===== src/rtl/or_gate_bist_seq_pkg.sv =====
// Shared state encoding and vector helpers for the OR-gate BIST sequencer.
package or_gate_bist_seq_pkg;

    typedef enum logic [1:0] {
        ST_IDLE = 2'd0,
        ST_RUN  = 2'd1,
        ST_DONE = 2'd2
    } state_t;

    localparam int NUM_VECS = 4;
    localparam int GATE_W   = 2;

    function automatic logic gate_sel(input logic [GATE_W-1:0] gate, input int pos);
        return int'(gate) == pos;
    endfunction

    // The gate under test reads the OR of its two inputs; every idle gate sees 00 and reads 0.
    function automatic logic expected_y(input logic [GATE_W-1:0] gate, input int pos,
                                        input logic [1:0] vec);
        return gate_sel(gate, pos) & (vec[1] | vec[0]);
    endfunction

endpackage


===== src/rtl/or_gate_bist_seq_if.sv =====
// Bundle between board test control, the sequencer and the OR gate bank.
interface or_gate_bist_seq_if #(
    parameter int GATES = 2
);
    logic             start;
    logic             abort;
    logic [0:GATES-1] a;
    logic [0:GATES-1] b;
    logic [0:GATES-1] y;
    logic             busy;
    logic             done;
    logic             pass;
    logic [0:GATES-1] fail_mask;

    modport master (
        input  start, abort, y,
        output a, b, busy, done, pass, fail_mask
    );

    modport slave (
        output start, abort, y,
        input  a, b, busy, done, pass, fail_mask
    );
endinterface


===== src/rtl/or_bist_vec_counter.sv =====
// Hold / vector / gate counters that pace the BIST walk and flag the end of each loop.
module or_bist_vec_counter
    import or_gate_bist_seq_pkg::*;
#(
    parameter int GATES  = 2,
    parameter int SETTLE = 2
) (
    input  logic              clk,
    input  logic              clr_n,
    input  logic              clear,
    input  logic              advance,
    output logic [GATE_W-1:0] gate,
    output logic [GATE_W-1:0] gate_nxt,
    output logic [1:0]        vec,
    output logic [1:0]        vec_nxt,
    output logic              last_hold,
    output logic              last_vec,
    output logic              last_gate
);
    localparam int HOLD_W = $clog2(SETTLE + 1);

    logic [HOLD_W-1:0] hold;
    logic [HOLD_W-1:0] hold_nxt;

    assign last_hold = (hold == HOLD_W'(SETTLE - 1));
    assign last_vec  = (vec == 2'(NUM_VECS - 1));
    assign last_gate = (gate == GATE_W'(GATES - 1));

    // Next values are exported so the top can register A/B in step with the counters.
    always_comb begin
        hold_nxt = hold;
        vec_nxt  = vec;
        gate_nxt = gate;
        if (clear) begin
            hold_nxt = '0;
            vec_nxt  = '0;
            gate_nxt = '0;
        end else if (advance) begin
            if (last_hold) begin
                hold_nxt = '0;
                vec_nxt  = vec + 2'd1;
                if (last_vec) begin
                    gate_nxt = last_gate ? '0 : gate + 1'b1;
                end
            end else begin
                hold_nxt = hold + 1'b1;
            end
        end
    end

    always_ff @(posedge clk) begin
        if (!clr_n) begin
            hold <= '0;
            vec  <= '0;
            gate <= '0;
        end else begin
            hold <= hold_nxt;
            vec  <= vec_nxt;
            gate <= gate_nxt;
        end
    end

endmodule


===== src/rtl/or_gate_bist_seq.sv =====
// BIST sequencer: walks every gate through 00..11, checks Y after the settle time, reports pass/fail.
module or_gate_bist_seq
    import or_gate_bist_seq_pkg::*;
#(
    parameter int GATES  = 2,
    parameter int SETTLE = 2
) (
    input logic                clk,
    input logic                clr_n,
    or_gate_bist_seq_if.master bus
);
    state_t            state;
    state_t            state_nxt;
    logic [0:GATES-1]  a_q, b_q, a_d, b_d;
    logic [0:GATES-1]  fail_q, fail_d;
    logic [0:GATES-1]  exp_y;
    logic [GATE_W-1:0] gate, gate_nxt;
    logic [1:0]        vec, vec_nxt;
    logic              last_hold, last_vec, last_gate;
    logic              final_check;

    assign final_check = last_hold & last_vec & last_gate;

    or_bist_vec_counter #(
        .GATES  (GATES),
        .SETTLE (SETTLE)
    ) u_counter (
        .clk       (clk),
        .clr_n     (clr_n),
        .clear     (state_nxt != ST_RUN),
        .advance   (state == ST_RUN),
        .gate      (gate),
        .gate_nxt  (gate_nxt),
        .vec       (vec),
        .vec_nxt   (vec_nxt),
        .last_hold (last_hold),
        .last_vec  (last_vec),
        .last_gate (last_gate)
    );

    always_comb begin
        exp_y = '0;
        for (int j = 0; j < GATES; j++) begin
            exp_y[j] = expected_y(gate, j, vec);
        end
    end

    // ABORT outranks the final check, so an aborted run never reaches DONE.
    always_comb begin
        state_nxt = state;
        fail_d    = fail_q;
        unique case (state)
            ST_IDLE: begin
                if (bus.start) state_nxt = ST_RUN;
            end
            ST_RUN: begin
                if (bus.abort) begin
                    state_nxt = ST_IDLE;
                    fail_d    = '0;
                end else begin
                    if (last_hold) fail_d = fail_q | (bus.y ^ exp_y);
                    if (final_check) state_nxt = ST_DONE;
                end
            end
            ST_DONE: begin
                if (bus.start) begin
                    state_nxt = ST_RUN;
                    fail_d    = '0;
                end
            end
            default: begin
                state_nxt = ST_IDLE;
                fail_d    = '0;
            end
        endcase
    end

    always_comb begin
        a_d = '0;
        b_d = '0;
        if (state_nxt == ST_RUN) begin
            for (int j = 0; j < GATES; j++) begin
                a_d[j] = gate_sel(gate_nxt, j) & vec_nxt[1];
                b_d[j] = gate_sel(gate_nxt, j) & vec_nxt[0];
            end
        end
    end

    always_ff @(posedge clk) begin
        if (!clr_n) begin
            state  <= ST_IDLE;
            a_q    <= '0;
            b_q    <= '0;
            fail_q <= '0;
        end else begin
            state  <= state_nxt;
            a_q    <= a_d;
            b_q    <= b_d;
            fail_q <= fail_d;
        end
    end

    assign bus.a         = a_q;
    assign bus.b         = b_q;
    assign bus.busy      = (state == ST_RUN);
    assign bus.done      = (state == ST_DONE);
    assign bus.pass      = (state == ST_DONE) && (fail_q == '0);
    assign bus.fail_mask = fail_q;

endmodule


===== src/flat_wrapper.sv =====
// flat-port wrapper written by rule: the top's interface ports become plain ports
module or_gate_bist_seq_flat import or_gate_bist_seq_pkg::*;
#(
    parameter int GATES  = 2,
    parameter int SETTLE = 2
)
  (clk, clr_n, bus_start, bus_abort, bus_y, bus_a, bus_b, bus_busy, bus_done, bus_pass, bus_fail_mask);
  or_gate_bist_seq_if #(.GATES(GATES)) bus_i ();
  input logic clk;
  input logic clr_n;
  input wire logic [$bits(bus_i.start)-1:0] bus_start;
  input wire logic [$bits(bus_i.abort)-1:0] bus_abort;
  input wire logic [$bits(bus_i.y)-1:0] bus_y;
  output wire logic [$bits(bus_i.a)-1:0] bus_a;
  output wire logic [$bits(bus_i.b)-1:0] bus_b;
  output wire logic [$bits(bus_i.busy)-1:0] bus_busy;
  output wire logic [$bits(bus_i.done)-1:0] bus_done;
  output wire logic [$bits(bus_i.pass)-1:0] bus_pass;
  output wire logic [$bits(bus_i.fail_mask)-1:0] bus_fail_mask;
  assign bus_i.start = bus_start;
  assign bus_i.abort = bus_abort;
  assign bus_i.y = bus_y;
  assign bus_a = bus_i.a;
  assign bus_b = bus_i.b;
  assign bus_busy = bus_i.busy;
  assign bus_done = bus_i.done;
  assign bus_pass = bus_i.pass;
  assign bus_fail_mask = bus_i.fail_mask;
  or_gate_bist_seq #(.GATES(GATES), .SETTLE(SETTLE)) u_core (.clk(clk), .clr_n(clr_n), .bus(bus_i));
endmodule

===== config.mk =====
export PLATFORM = sky130hd
export DESIGN_NAME = or_gate_bist_seq_flat
export DESIGN_NICKNAME = d
export VERILOG_FILES = /design/src/rtl/or_gate_bist_seq_pkg.sv /design/src/rtl/or_gate_bist_seq_if.sv /design/src/rtl/or_bist_vec_counter.sv /design/src/rtl/or_gate_bist_seq.sv /design/src/flat_wrapper.sv
export SDC_FILE = /design/constraint.sdc
export NUM_CORES = 1
export LEC_CHECK = 0
export ABC_CLOCK_PERIOD_IN_PS = 1700
export CAP_MARGIN = 40
export CORE_AREA = 2 2 39 41
export CTS_BUF_LIST = sky130_fd_sc_hd__clkbuf_4 sky130_fd_sc_hd__clkbuf_8
export CTS_CLUSTER_DIAMETER = 100
export DETAILED_ROUTE_END_ITERATION = 6
export DIE_AREA = 0 0 41 43
export PLACE_DENSITY_LB_ADDON = 0.2
export SLEW_MARGIN = 30
export SYNTH_ARGS = -nofsm -noshare
export SYNTH_HDL_FRONTEND = slang
export SYNTH_SLANG_ARGS = --single-unit

===== constraint.sdc =====
create_clock -name clk -period 1.7 [get_ports clk]
set_input_delay 0.425 -clock clk [delete_from_list [all_inputs] [get_ports clk]]
set_output_delay 0.425 -clock clk [all_outputs]
set_load 0.02 [all_outputs]

## After elaboration in Yosys (flattened, before gate mapping)

Index checks and enable logic that the tools add are counted.

| word-level totals | value |
|---|---|
| register bits after elaboration | 14 |
| latch bits | 0 |
| bits in writable memories | 0 |
| ROM bits | 0 |
| bits of input ports | 6 |
| output and inout bits | 9 |
| word-level logic and storage cells | 60 |
| memories | 0 |

| operators by class | value |
|---|---|
| $add $sub $neg | 3 |
| multipliers | 0 |
| divide/modulo/power cells | 0 |
| $lt $le $gt $ge | 0 |
| equal/unequal tests | 11 |
| shift-type cells | 0 |
| mux-type cells | 17 |
| bitwise gates (word level) | 13 |
| reductions and logical operators | 9 |

Operators with widths:

| cell | number |
|---|---|
| $mux 2 | 15 |
| $and 1x1->1 | 8 |
| $eq 2x1->1 const B | 4 |
| $eq 2x2->1 const B | 4 |
| $logic_not 2->1 | 4 |
| $add 2x1->2 const B | 3 |
| $pmux 2 s3 | 1 |
| $pmux 2 s2 | 1 |
| $reduce_or 2->1 | 2 |
| $ne 3x2->1 const B | 1 |
| $reduce_and 3->1 | 1 |
| $ne 2x1->1 const B | 1 |
| $ne 2x2->1 const B | 1 |
| $not 1->1 | 2 |
| $or 2x2->2 | 1 |
| $reduce_and 2->1 | 1 |
| $xor 2x2->2 | 1 |
| $logic_and 1x1->1 | 1 |
| $or 1x1->1 | 1 |

## Depth between registers and ports, before layout

Gate-level depths: netlist of run 1.

| depth | value |
|---|---|
| depth after elaboration | 10 |
| mapped depth | 6 |
| gate-level depth less buffers | 6 |

## Modules after synthesis

Synthesis of run 1 repeated with hierarchy kept, for this count alone.

| second synthesis, totals | value |
|---|---|
| cells, all modules | 78 |
| area total of the unflattened synthesis | 758.2 um^2 |

By module, submodules not included:

| module | instances | cells each | area an instance (um^2) | seq. area each (um^2) |
|---|---|---|---|---|
| or_bist_vec_counter | 1 | 40 | 394.1 | 120.1 |
| or_gate_bist_seq | 1 | 38 | 364.1 | 160.2 |

## Worst setup path after synthesis of run 1

No wires, ideal clock.

| timing path | value |
|---|---|
| path kind | flip-flop to output port |
| start | register u_core.state[0] |
| end | output bus_pass |
| arrival time | 0.985 ns |
| data required time | 1.275 ns |
| slack | 0.290 ns |
| cell stages (with the launch flop) | 3 |
| buffers on the path | 0 |
| cells stage by stage | dfxtp_1 nand2b_1 nor3_1 |

| on the way | value |
|---|---|
| word-level cells in the longest chain between the ends | 2 |

Ends and longest elaborated chain:

| element | RTL line | RTL |
|---|---|---|
| from (decl) | or_gate_bist_seq.sv:12 | `state_t state;` |
| from (signal assigned) | or_gate_bist_seq.sv:96 | `state <= state_nxt;` |
| $eq 2x2->1 | or_gate_bist_seq.sv:107 | `assign bus.pass = (state == ST_DONE) && (fail_q == '0);` |
| $logic_and 1x1->1 | or_gate_bist_seq.sv:107 |  |
| to (decl) | flat_wrapper.sv:18 | `output wire logic [$bits(bus_i.pass)-1:0] bus_pass;` |

Every way passes these cells.

## Worst setup path after layout of run 1

| timing path | value |
|---|---|
| start | register u_core.a_q (netlist bit u_core.bus.a[1]) |
| end | output bus_a[0] |

RTL lines:

| element | RTL line | RTL |
|---|---|---|
| from (decl) | or_gate_bist_seq.sv:14 | `logic [0:GATES-1] a_q, b_q, a_d, b_d;` |
| from (signal assigned) | or_gate_bist_seq.sv:92 | `a_q <= '0;` |
| from (signal assigned) | or_gate_bist_seq.sv:97 | `a_q <= a_d;` |
| to (decl) | flat_wrapper.sv:14 | `output wire logic [$bits(bus_i.a)-1:0] bus_a;` |

No word-level cell between the ends.

==> results of run 1 <==
==> cell usage after synthesis, types with 2 or more instances <==
cell,n,area (µm²)
nor2_4,2,22.52
xnor2_1,3,26.28
nand2b_1,2,12.51
nor2_1,9,33.78
inv_1,6,22.52
mux2i_1,2,20.02
xor2_1,2,17.52
ha_1,2,25.02
a21oi_1,4,20.02
nor3_1,3,15.01
nand2_1,2,7.510
dfxtp_1,14,280.3
==> flip-flops by register name (all words and copies together) (netlist names) <==
name and flops:
u_core.bus.fail_mask 2, u_core.state 2, u_core.u_counter.hold 2, u_core.u_counter.gate 2, u_core.bus.a 2, u_core.u_counter.vec 2
u_core.bus.b 2
==> what timing repair did <==
item | CTS | global route
pin swaps | 0 | 0
endpoints found under the setup margin | 3 | 5
hold endpoints to repair | 0 | 0
hold buffers | 0 | 0
setup buffers | 0 | 0
resized for setup | 6 | 6
==> area by class of cell <==
type	instances	area (µm²)
clock buffer	4	36.28
sequential	14	281.5
inverter	6	22.52
fill	129	521.8
timing repair buffer	19	171.4
multi-input combinational	46	330.3
tap	16	20.02
==> per-stage QoR <==
stage	power, W	cell area, µm²	setup TNS (ns)	setup WS, ns
after global routing	0.0006793	862.1	0	0.02402
final	0.0006515	862.1	0	0.08782
after floorplan	0.0003885	644.4	0	0.2901
after CTS	0.0006592	865.8	0	0.01567
after detailed placement	0.0004247	830.8	-0.09104	-0.05679
after global placement	0.0004230	830.8	0	0.002742
==> final timing paths <==
check | slack (ns) | cells past startpoint | endpoint
setup / recovery | 0.09 | 1 | bus_a[0]
hold / removal | 0.45 | 2 | u_core.u_counter.hold[1]
setup reg to reg | 0.13 | 6 | u_core.u_counter.hold[1]
hold reg to reg | 0.45 | 2 | u_core.u_counter.hold[1]
==> power by group through the flow <==
stage                logic, W  registers [W]  clock network (W)
global placement    0.0000775       0.000346                  0
global route        0.0000827       0.000339           0.000258
detailed placement  0.0000789       0.000346                  0
CTS                 0.0000779       0.000338           0.000243
finish              0.0000763       0.000338           0.000237
floorplan           0.0000387       0.000350                  0
==> layout by cell type, fill, tap and decap left out, types with 3 or more instances in the layout <==
master,count
buf_4,5
dfxtp_1,13
xnor2_1,3
inv_1,6
nor3_1,3
clkdlybuf4s50_1,9
nor2_1,9
clkbuf_4,3
a21oi_1,4
==> logic make-up after synthesis <==
| group | Yosys count |
|---|---|
| xor gates and xnor gates | 5 |
| and+or+nand+nor | 29 |
| muxes | 2 |
| AOI/OAI and AO/OA | 8 |
| buffers and inverters | 7 |
| adders and majority gates | 2 |
| DFF | 14 |
==> per-layer routing <==
| layer | part of all wire (%) | GRT usage, % | routed length, µm | up-vias |
|---|---|---|---|---|
| li1 | - | - | - | 264 |
| met1 | 47 | 17.43 | 530 | 210 |
| met2 | 45 | 22.81 | 510 | 11 |
| met3 | 4.1 | 3.141 | 46 | 4 |
| met4 | 3.5 | 14.00 | 40 | 0 |
| met5 | 0 | 0 | 0 | - |
==> summary.md, run 1 <==
| Metric | Value |
|---|---|
| Mapped Nets | 75 |
| DR DRC count | 0 |
| Worst-Margin Slew | 0.3792 ns |
| Seq/Total Area, Yosys | between 40 and 50% |
| Fin crit period | about 1.6 ns |
| Post-synthesis mux area share | ~3.1% |
| Synthesized area | 644.4 µm² |
| Unrepaired setup endpoints after global routing | false |
| HP Class | reg2reg |
| Top fanout value on the critical path | 1 |
| Layout Nets | around 100 |
| Largest net degree at the start of global routing | 11 |
| First-pass GRT wire length | between 1500 and 2000 µm |
| Clock Skews | roughly 0.0044 ns |
| # placed instances | 101 |
| Final hold slack | approximately 0.45 ns |
| Total GRT Usage | 15.47% |
| Max cap viols | 0 |
| Rel. slew slack | approximately three quarters |
| Yosys cell types | 28 |
| Number of synthesized register bits | 14 |
| DRT antenna net count | 0 |
| Syn Inst Count | 67 |
| Worst path required time | 1.27 ns |
| Synth Area in Adders | between 3 and 4% |
| Final setup violating endpoints | 0 |
| TritonCTS clock tree | yes |
| Post-Route WL | 1127 µm |
| Avg Synthesized Cell Area | ~9.6 µm² |
| Psw | ~0.00015 W |
| GP Congestion | between 0.7 and 0.8 |
| Origin of the worst setup path | u_core.bus.a[1] |
| WP data arrival | about 1.2 ns |
| Post-Synth Simple-Gate Area | 29.51% |
| Pwr/cell area | ~760 nW/µm² |
| Sink Count | 14 |
| Post-Synth XOR/XNOR Area | under 10% |
| Die Ht | about 43 µm |
| N_diodes | 0 |
| Largest family of logic cells by synthesized area | simple AND/OR/NAND/NOR gates |
| EDFF count, synth | 0 |
| Clock Path Buffers | 2 |
| Grt ovf | 0 |
| Vias per Instance | roughly 4.7 |
| Final cycle utilization of the critical path | a little over nine tenths |
| Initial antenna violation count | 0 |
| CP delay by family, top | buffers and inverters |
| Internal power | 0.0005029 W |
| Layout cells sized above 1 | 23.60% |
| Synth Area in Compound Gates | roughly 8% |
| Fmax achieved | ~620 MHz |
| HPWL after DPL | approximately 880 µm |
| # rows | 14 |
| Drt wl/cell | between 10 and 15 µm |
| CTS Root Cell | clkbuf_4 |
| Full die area | 1763 µm² |
| Crit-path cells | clkdlybuf4s50_1 |
| Worst VDD drop | between 600 and 700 µV |
| R2R Path Start | u_core.u_counter.vec[0] |
| Synth-to-Final Area Change | 33.79% |
| Comb pwr share | 11.7% |
| Synth warn | 0 |
| Crit end category | output port |
| DR iter-0 viols | 5 |
| Inserted Clock Buffers | 3 |
| Final Max Slew Viols | 0 |
| IO buf count | 14 |
| Final Non-Filler Cells | roughly 110 |
| I/O pin total | 15 |
| Leak | between 0.3 and 0.4 nW |
| Clk_lat worst skew | roughly 0.28 ns |
| Worst Hold Launch | u_core.u_counter.hold[1] |
| Clock power frac | 36.5% |
| Layout Utilization | approximately 62% |
| Final hold vios | 0 |
| H-tree Lvls | 1 |
| Core Region | about 1400 µm² |
| Crit start category | flop |
| Die X | between 40 and 50 µm |
| Main flop type after synthesis | dfxtp_1 |
| Status | finished, final reports clean |
| First drt pass iteration count | 4 |
| Slowest stage delay, CP | between 0.5 and 0.6 ns |
| CP Class | reg2out |
| Vias | 489 |
| Vias in the first global route | approximately 470 |
| Starting density of the core | a little under half |
| Net Sw Frac | a little under a quarter |
| Crit path buf inv count | 1 |
| Ys async rst share | 0% |
| Slowest cell on the critical path | clkdlybuf4s50_1 |
| Clk pin slew, worst setup/hold paths | 0.08 ns |
| Reg power frac | around half |
No activity file was read; power rests on OpenSTA's default activity.
==> run 2, diff against run 1 <==
- CTS_CLUSTER_SIZE: not set -> 20
==> results of run 2 <==
No change in the layout: final DEF, timing and power equal those of run 1.
